### src/rtl/lab4_sys_mem_arbiter.sv
// Round-robin N-port memory arbiter: merges cache request streams onto one 16B memory port and
// routes in-order responses back through a source-ID FIFO. Optional stats: LAB4_SYS_MEM_ARBITER_STATS_EN.
package lab4_sys_mem_arbiter_pkg;

    typedef struct packed {
        logic [2:0]   msg_type;
        logic [7:0]   opaque;
        logic [31:0]  addr;
        logic [3:0]   len;
        logic [127:0] data;
    } mem_req_16B_t;

    typedef struct packed {
        logic [2:0]   msg_type;
        logic [7:0]   opaque;
        logic [1:0]   test;
        logic [3:0]   len;
        logic [127:0] data;
    } mem_resp_16B_t;

endpackage

module lab4_sys_mem_arbiter
    import lab4_sys_mem_arbiter_pkg::*;
#(
    parameter int p_num_ports       = 2,
    parameter int p_max_outstanding = 4
) (
    input  logic                   clk,
    input  logic                   reset,
    input  mem_req_16B_t           in_req_msg [p_num_ports],
    input  logic [p_num_ports-1:0] in_req_val,
    output logic [p_num_ports-1:0] in_req_rdy,
    output mem_resp_16B_t          in_resp_msg [p_num_ports],
    output logic [p_num_ports-1:0] in_resp_val,
    input  logic [p_num_ports-1:0] in_resp_rdy,
    output mem_req_16B_t           mem_req_msg,
    output logic                   mem_req_val,
    input  logic                   mem_req_rdy,
    input  mem_resp_16B_t          mem_resp_msg,
    input  logic                   mem_resp_val,
    output logic                   mem_resp_rdy,
    output logic [p_num_ports-1:0] stats_grant,
    output logic [31:0]            stats_conflicts
);

    localparam int ID_W  = (p_num_ports > 1) ? $clog2(p_num_ports) : 1;
    localparam int IDX_W = ID_W + 1;
    localparam int PTR_W = (p_max_outstanding > 1) ? $clog2(p_max_outstanding) : 1;
    localparam int CNT_W = $clog2(p_max_outstanding + 1);

    logic [ID_W-1:0]  rr;
    logic [ID_W-1:0]  grant;
    logic [ID_W-1:0]  head;
    logic             any_val;
    logic             full;
    logic             empty;
    logic             req_fire;
    logic             resp_fire;
    logic [CNT_W-1:0] count;
    logic [PTR_W-1:0] wr_ptr;
    logic [PTR_W-1:0] rd_ptr;
    logic [ID_W-1:0]  src_ids [p_max_outstanding];

    function automatic logic [PTR_W-1:0] next_ptr(input logic [PTR_W-1:0] ptr);
        return (ptr == PTR_W'(p_max_outstanding - 1)) ? '0 : ptr + PTR_W'(1);
    endfunction

    // First valid port at or after rr, wrapping modulo p_num_ports.
    always_comb begin : rr_pick
        logic [IDX_W-1:0] idx;
        idx     = '0;
        grant   = rr;
        any_val = 1'b0;
        for (int k = 0; k < p_num_ports; k++) begin
            idx = {1'b0, rr} + IDX_W'(k);
            if (idx >= IDX_W'(p_num_ports)) idx = idx - IDX_W'(p_num_ports);
            if (!any_val && in_req_val[idx[ID_W-1:0]]) begin
                any_val = 1'b1;
                grant   = idx[ID_W-1:0];
            end
        end
    end

    // Full depends only on the registered count, so no mem_resp_* to in_req_rdy path exists.
    assign full        = (count == CNT_W'(p_max_outstanding));
    assign empty       = (count == '0);
    assign head        = src_ids[rd_ptr];
    assign mem_req_val = reset & any_val & ~full;
    assign mem_req_msg = any_val ? in_req_msg[grant] : '0;
    assign req_fire    = mem_req_val & mem_req_rdy;
    assign mem_resp_rdy = reset & ~empty & in_resp_rdy[head];
    assign resp_fire   = mem_resp_val & mem_resp_rdy;

    always_comb begin
        in_req_rdy  = '0;
        in_resp_val = '0;
        for (int i = 0; i < p_num_ports; i++) begin
            in_resp_msg[i] = mem_resp_msg;
            if (grant == ID_W'(i)) in_req_rdy[i] = req_fire;
            if (head == ID_W'(i))  in_resp_val[i] = reset & mem_resp_val & ~empty;
        end
    end

    always_ff @(posedge clk) begin
        if (!reset) begin
            rr     <= '0;
            wr_ptr <= '0;
            rd_ptr <= '0;
            count  <= '0;
        end else begin
            if (req_fire) begin
                wr_ptr <= next_ptr(wr_ptr);
                rr     <= (grant == ID_W'(p_num_ports - 1)) ? '0 : grant + ID_W'(1);
            end
            if (resp_fire) rd_ptr <= next_ptr(rd_ptr);
            count <= count + CNT_W'(req_fire) - CNT_W'(resp_fire);
        end
    end

    always_ff @(posedge clk) begin
        if (req_fire) src_ids[wr_ptr] <= grant;
    end

`ifdef LAB4_SYS_MEM_ARBITER_STATS_EN
    logic [31:0] conflicts;

    always_ff @(posedge clk) begin
        if (!reset) begin
            conflicts <= '0;
        end else if ($countones(in_req_val) > 1) begin
            conflicts <= conflicts + 32'd1;
        end
    end

    always_comb begin
        stats_grant = '0;
        if (req_fire) stats_grant[grant] = 1'b1;
    end

    assign stats_conflicts = conflicts;
`else
    assign stats_grant     = '0;
    assign stats_conflicts = '0;
`endif

endmodule

### config.mk
export PLATFORM = sky130hd
export DESIGN_NAME = lab4_sys_mem_arbiter
export DESIGN_NICKNAME = d
export VERILOG_FILES = /design/src/rtl/lab4_sys_mem_arbiter.sv
export SDC_FILE = /design/constraint.sdc
export NUM_CORES = 1
export LEC_CHECK = 0
export CORE_AREA = 2 2 389 391
export CTS_CLUSTER_SIZE = 30
export DETAILED_ROUTE_END_ITERATION = 8
export DIE_AREA = 0 0 391 393
export SLEW_MARGIN = 5
export SYNTH_ARGS = -nofsm -noshare
export SYNTH_HDL_FRONTEND = slang
export SYNTH_SLANG_ARGS = --single-unit
### constraint.sdc
create_clock -name clk -period 2.8 [get_ports clk]
set_input_delay 0.56 -clock clk [delete_from_list [all_inputs] [get_ports clk]]
set_output_delay 0.56 -clock clk [all_outputs]
set_load 0.01 [all_outputs]
== Word-level counts from Yosys, hierarchy flattened ==
Memories as Yosys holds them, arrays and structs flattened. A register that Yosys moved wholly into a read port is not among the register bits.
Index checks and enable logic that the tools add are counted.
Word-level totals
  output and inout port bits: 505
  register bits: 8
  bits of input ports: 503
  RAM bits: 4
  memories kept: 1
Memories
  src_ids: depth 4, width 1, rd ports 1, clocked after memory_dff 1, write ports 1, RTL line 63  | logic [ID_W-1:0] src_ids [p_max_outstanding];
Cells by class
  eq/ne operators: 3
  muxes and demuxes: 27
  reductions and logical operators: 3
  bitwise operators: 11
  add/subtract/negate cells: 8
  magnitude comparators: 6
Operators by type and width (count)
  175-bit two-way mux: 4
  1-bit two-way mux: 19
  1-bit AND: 8
  2-bit two-way mux: 4
  1-bit by 2-bit less-than comparator with 1-bit output (second input constant): 3
  2-bit by 1-bit adder with 2-bit output (second input constant): 2
  2-bit equality test (second input constant): 2
  2-bit greater-or-equal comparator (second input constant): 2
  3-bit by 1-bit adder with 3-bit output: 1
  3-bit equality test (second input constant): 1
  3-bit logical NOT: 1
  3-bit by 1-bit subtractor with 3-bit output: 1
  1-bit by 1-bit adder with 2-bit output (second input constant): 1
  1-bit by 2-bit greater-or-equal comparator with 1-bit output (second input constant): 1
  1-bit inverter: 2
  1-bit inverter with 2-bit output: 1
  1-bit subtractor (second input constant): 2
  1-bit adder (second input constant): 1
  1-bit logical AND: 1
  1-bit logical NOT: 1

== Depth between registers and ports, before layout ==
Gate-level depths: netlist of the first run.
  depth after elaboration: 13
  mapped depth: 11
  gate-level depth less buffers: 11

== Least setup slack after synthesis of the first run ==
No wires, ideal clock.
  path type: register to register
  from: register (tool-made name)
  to: register count[2]
  data arrival time: 2443 ps
  stages on the path, launching flop included: 12
  required time: 2685 ps
  library setup time: 115 ps
  path slack: 242 ps
  clock period less this slack: 2558 ps
  path through: dfxtp_1 mux4_2 mux2i_2 nor2_2 ha_1 inv_1 ha_1 inv_1 fa_1 xnor2_1 xnor2_1 and2_1
RTL lines
  to (signal assigned): RTL line 117  | count <= count + CNT_W'(req_fire) - CNT_W'(resp_fire);
  to (decl): RTL line 60  | logic [CNT_W-1:0] count;

==> metrics.md, run 1 <==
| Metric | Value |
|---|---|
| Net switching fraction of the power | between 40 and 50% |
| Mean area per synthesized cell | roughly 5.8 um2 |
| Share of async-settable or async-resettable flops after synthesis | 0% |
| Synth Cell Area | around 5600 um2 |
| Gate count of the mapped netlist | 978 |
| Worst hold-check slack | between 0.5 and 0.6 ns |
| Share of the clock period used by the worst path after layout | 99.06% |
| Synthesis Warnings | 0 |
| Setup violation total in the final timing report | 0 |
| Internal power summed over all cells | roughly 2.3 mW |
| Average detailed-routed wire length per instance | 28.32 um |
| Launching instance or port of the critical path | in_req_val[1] |
| Startpoint kind of the worst setup timing path | input port |
| Maximum clock rate | 0.3605 GHz |
| Dominant delay contributor by cell family on the critical path | buffers and inverters |
| Clock Power Share | 6.3% |
| Post-Route WL | between 90 and 100 mm |
| Area fraction of the dominant cell type after synthesis | 43.74% |
| First-pass GRT wire length | between 100 and 150 mm |
| Number of design rule violations left after detail routing | 0 |
| Max Clock Skew | 0.003956 ns |
| TritonCTS clock tree | done |
| Fillers | between 15,000 and 20,000 |
| Largest family of logic cells by synthesized area | buffers and inverters |
| Final standard cell utilization of the core | 9.059% |
| Synth Register Bits | 14 |
| CTS buffer count | 3 |
| Width of the die | a little under 400 um |
| DRT Pass-1 Iters | 5 |
| Combinational group share of total power | 87.2% |
| IO Pins | a little over 1,000 |
| Total core area | 149,200 um2 |
| Std-Cell Rows | about 140 |
| Antenna Violating Nets Remaining | 0 |
| Total Die Area | roughly 150,000 um2 |
| Largest area contributor in the netlist | buf_4 |
| Crit path max fanout | 7 |
| Setup Total Neg Slack | 0 ns |
| Sequential-to-total area share from yosys stat | under 10% |
| Required time at the worst-slack endpoint | approximately 2.2 ns |
| Footprint of the multi-input gates | between 3000 and 4000 um2 |
| Commonest register cell after synthesis | dfxtp_1 |
| Final min period | ~2.8 ns |
| Count of non-filler cells in the finished layout | between 3,000 and 4,000 |
| Total leakage power | between 4 and 5 nW |
| Minimum setup slack among reg-to-reg paths | ~0.08 ns |
| Worst reg2reg path endpoint | count[2]$_SDFF_PN0_ |
| CP max stage delay | roughly 0.55 ns |
| Worst setup path category | in -> out |
| Count of flip-flops with a built-in enable after synthesis | 4 |
| All-layer global routing usage | 11.07% |
| Total half-perimeter wirelength after legalization and detailed placement | 82.95 mm |
| Count of cell types in the netlist | 26 |
| Input/output buffers | ~540 |
| Area delta synth->final | 140.2% |
| FF-to-FF Start | src_ids[2]$_DFFE_PP_ |
| Max Cap Violations | 0 |
| Final count of pins violating max slew | 0 |
| Number of global-route vias before repair | 7,491 |
| Drt first-iter violations | just over 400 |
| Maximum VDD drop | approximately 0.00020 V |
| RSZ-0062 raised after global routing | yes |
| Top post-synthesis cells by count | nand2_1, buf_4, a21oi_1 |
| Final RePlAce weighted congestion | roughly 0.91 |
| Starting Density | around 3.8% |
| Type of the worst min-delay path | reg -> reg |
| Most frequently used cell type in the post-synthesis netlist | nand2_1 |
| Later-pin clock latency in the skew report | approximately 0.24 ns |
| CTS HTree Levels | 1 |
| DR vias/cell | 2.451 |
| Run status | completed |
| Cell depth of the worst hold path | 2 |
| Post-synthesis adder-cell area fraction | approximately 1.9% |
| Xor/xnor cell area share of the yosys netlist | less than 1% |
| Switching power summed over all nets | 1.971 mW |
| Multiplexer area fraction after synthesis | about 1.2% |
| Simple-Gate Fraction of Synth Area | approximately a quarter |
| Hold wc startpoint | rd_ptr[0]$_SDFFE_PN0P_ |
| Die H | just under 400 um |
| Ratio of cells with drive above 1 in the final layout | 25.04% |
| Area occupied by registers | about 320 um2 |
| Number of nets in the layout | 1,758 |
| PnR Total Power | about 4.3 mW |
| Largest net degree at the start of global routing | 39 |
| Ranking of synthesized cells by area | buf_4, nand2_1, a21oi_1 |
| Crit path buffers/inverters | 3 |
| Nature of the critical path endpoint | output pin |
| Clock Pin Slew Worst Setup and Hold Paths | ~0.050 ns |
| Remaining global-route overflow | 0 |
| Count of final hold-check violations | 0 |
| Antenna violations before repair | 44 |
| CTS root buffer | clkbuf_16 |
| Largest buffer count on any clock path | 2 |
| CP cell instances | buf_2 -> nor2_2 -> o21a_4 -> buf_4 -> nand2_1 -> a21oi_1 -> clkdlybuf4s50_1 |
| Power Density | 316.2 nW/um2 |
| Post-synthesis compound-gate area fraction | 16.74% |
| R2R cell count | 11 |
| Crit path DAT | around 2.2 ns |
| Total vias in the final route | 7,859 |
| Post-Place Cells | about 3,200 |
| Reg power frac | 6.5% |
| Sink Count | 14 |
| Crit-path slowest cell | clkdlybuf4s50_1 |
[cell type report]
class,instances,share of cell area (%)
Antenna cell,17,0.3147
Clock buffer,3,0.5553
Clock inverter,1,0.02776
Inverter,8,0.3424
Multi-Input combinational cell,606,23.64
Sequential cell,14,2.388
Tap cell,1944,17.99
Timing Repair Buffer,613,54.60
Timing Repair inverter,1,0.1481
[routing by layer]
metal | vias to the layer above | global-route usage (%) | routed length (um)
met2 | 940 | 17.95 | 41340
met1 | 3493 | 10.78 | 30140
met5 | - | 0.8612 | 282
li1 | 3285 | - | -
met4 | 44 | 2.948 | 2668
met3 | 97 | 8.808 | 16400
[worst reg2reg max path: cells and delay by family, from the launching register on]
kind          cells  cell delay, ns
flops             1            0.38
buf+inv           2            0.12
fa+ha+maj         3            0.73
mux               2            0.79
simple gates      2            0.32
xor+xnor          2            0.28
[cells by family (layout without fill, tap and decap cells)]
family | Yosys count | in the layout
flip-flops | 14 | 14
multiplexers | 5 | 5
AO/OA/AOI/OAI | 183 | 183
adder cells (fa/ha/maj) | 8 | 8
XOR/XNOR | 2 | 2
buffers and inverters | 391 | 626
AND/OR/NAND/NOR | 374 | 374
other | 1 | 51
[metrics by stage]
stage	area [um2]	setup slack, ns
after floorplan	5753	0.2421
after global placement	12540	-0.8302
after detailed placement	12540	-0.8548
after CTS	13380	0.003499
after global routing	13510	-0.01662
final	13520	0.02645
[power by group through the flow]
stage                     clock [mW]  sequential (mW)  combinational [mW]
after floorplan                    0            0.267                1.31
after global placement             0            0.273                3.58
after detailed placement           0            0.276                3.58
after CTS                      0.270            0.274                3.88
after global routing           0.285            0.279                3.99
final                          0.271            0.276                3.73
[worst max path at each step]
stage / endpoint / slack, ns / cells after the start
after floorplan: count[2]$_SDFF_PN0_ / 0.24 / 11
after global placement: mem_req_msg[9] / -0.83 / 10
after detailed placement: mem_req_msg[35] / -0.85 / 10
after CTS: mem_req_msg[101] / 0.003 / 10
after global routing: count[2]$_SDFF_PN0_ / -0.02 / 11
final: mem_req_msg[165] / 0.03 / 7
[layout by cell type, fill, tap and decap left out, types with 6 or more instances in the layout]
cell type	n
clkdlybuf4s50_1	360
diode_2	17
a21oi_1	110
a21oi_4	22
buf_12	123
buf_4	58
nand2_1	335
nand2_2	19
conb_1	34
dlygate4sd2_1	42
dfxtp_1	8
inv_1	6
and2_1	6
ha_1	7
a21oi_2	45
buf_6	11
[what timing repair did]
item / CTS / global route
resized for setup: 186 / 23
buffers inserted: 6 / 3
gates cloned: 7 / 0
hold buffers: 0 / 0
setup endpoints to repair: 182 / 21
pin swaps: 9 / 3
Note: power is estimated with default switching activity, not from simulation.
==> run 2: changes to the inputs <==
Settings changed: GPL_TIMING_DRIVEN from default to 1, HOLD_SLACK_MARGIN from default to 0.12.
==> results of run 2 <==
No change in the layout: final DEF, timing and power equal those of run 1.
==> run 3: changes to the inputs <==
Settings changed: CTS_CLUSTER_SIZE 30 to 28.
==> results of run 3 <==
No change in the layout: final DEF, timing and power equal those of run 1.
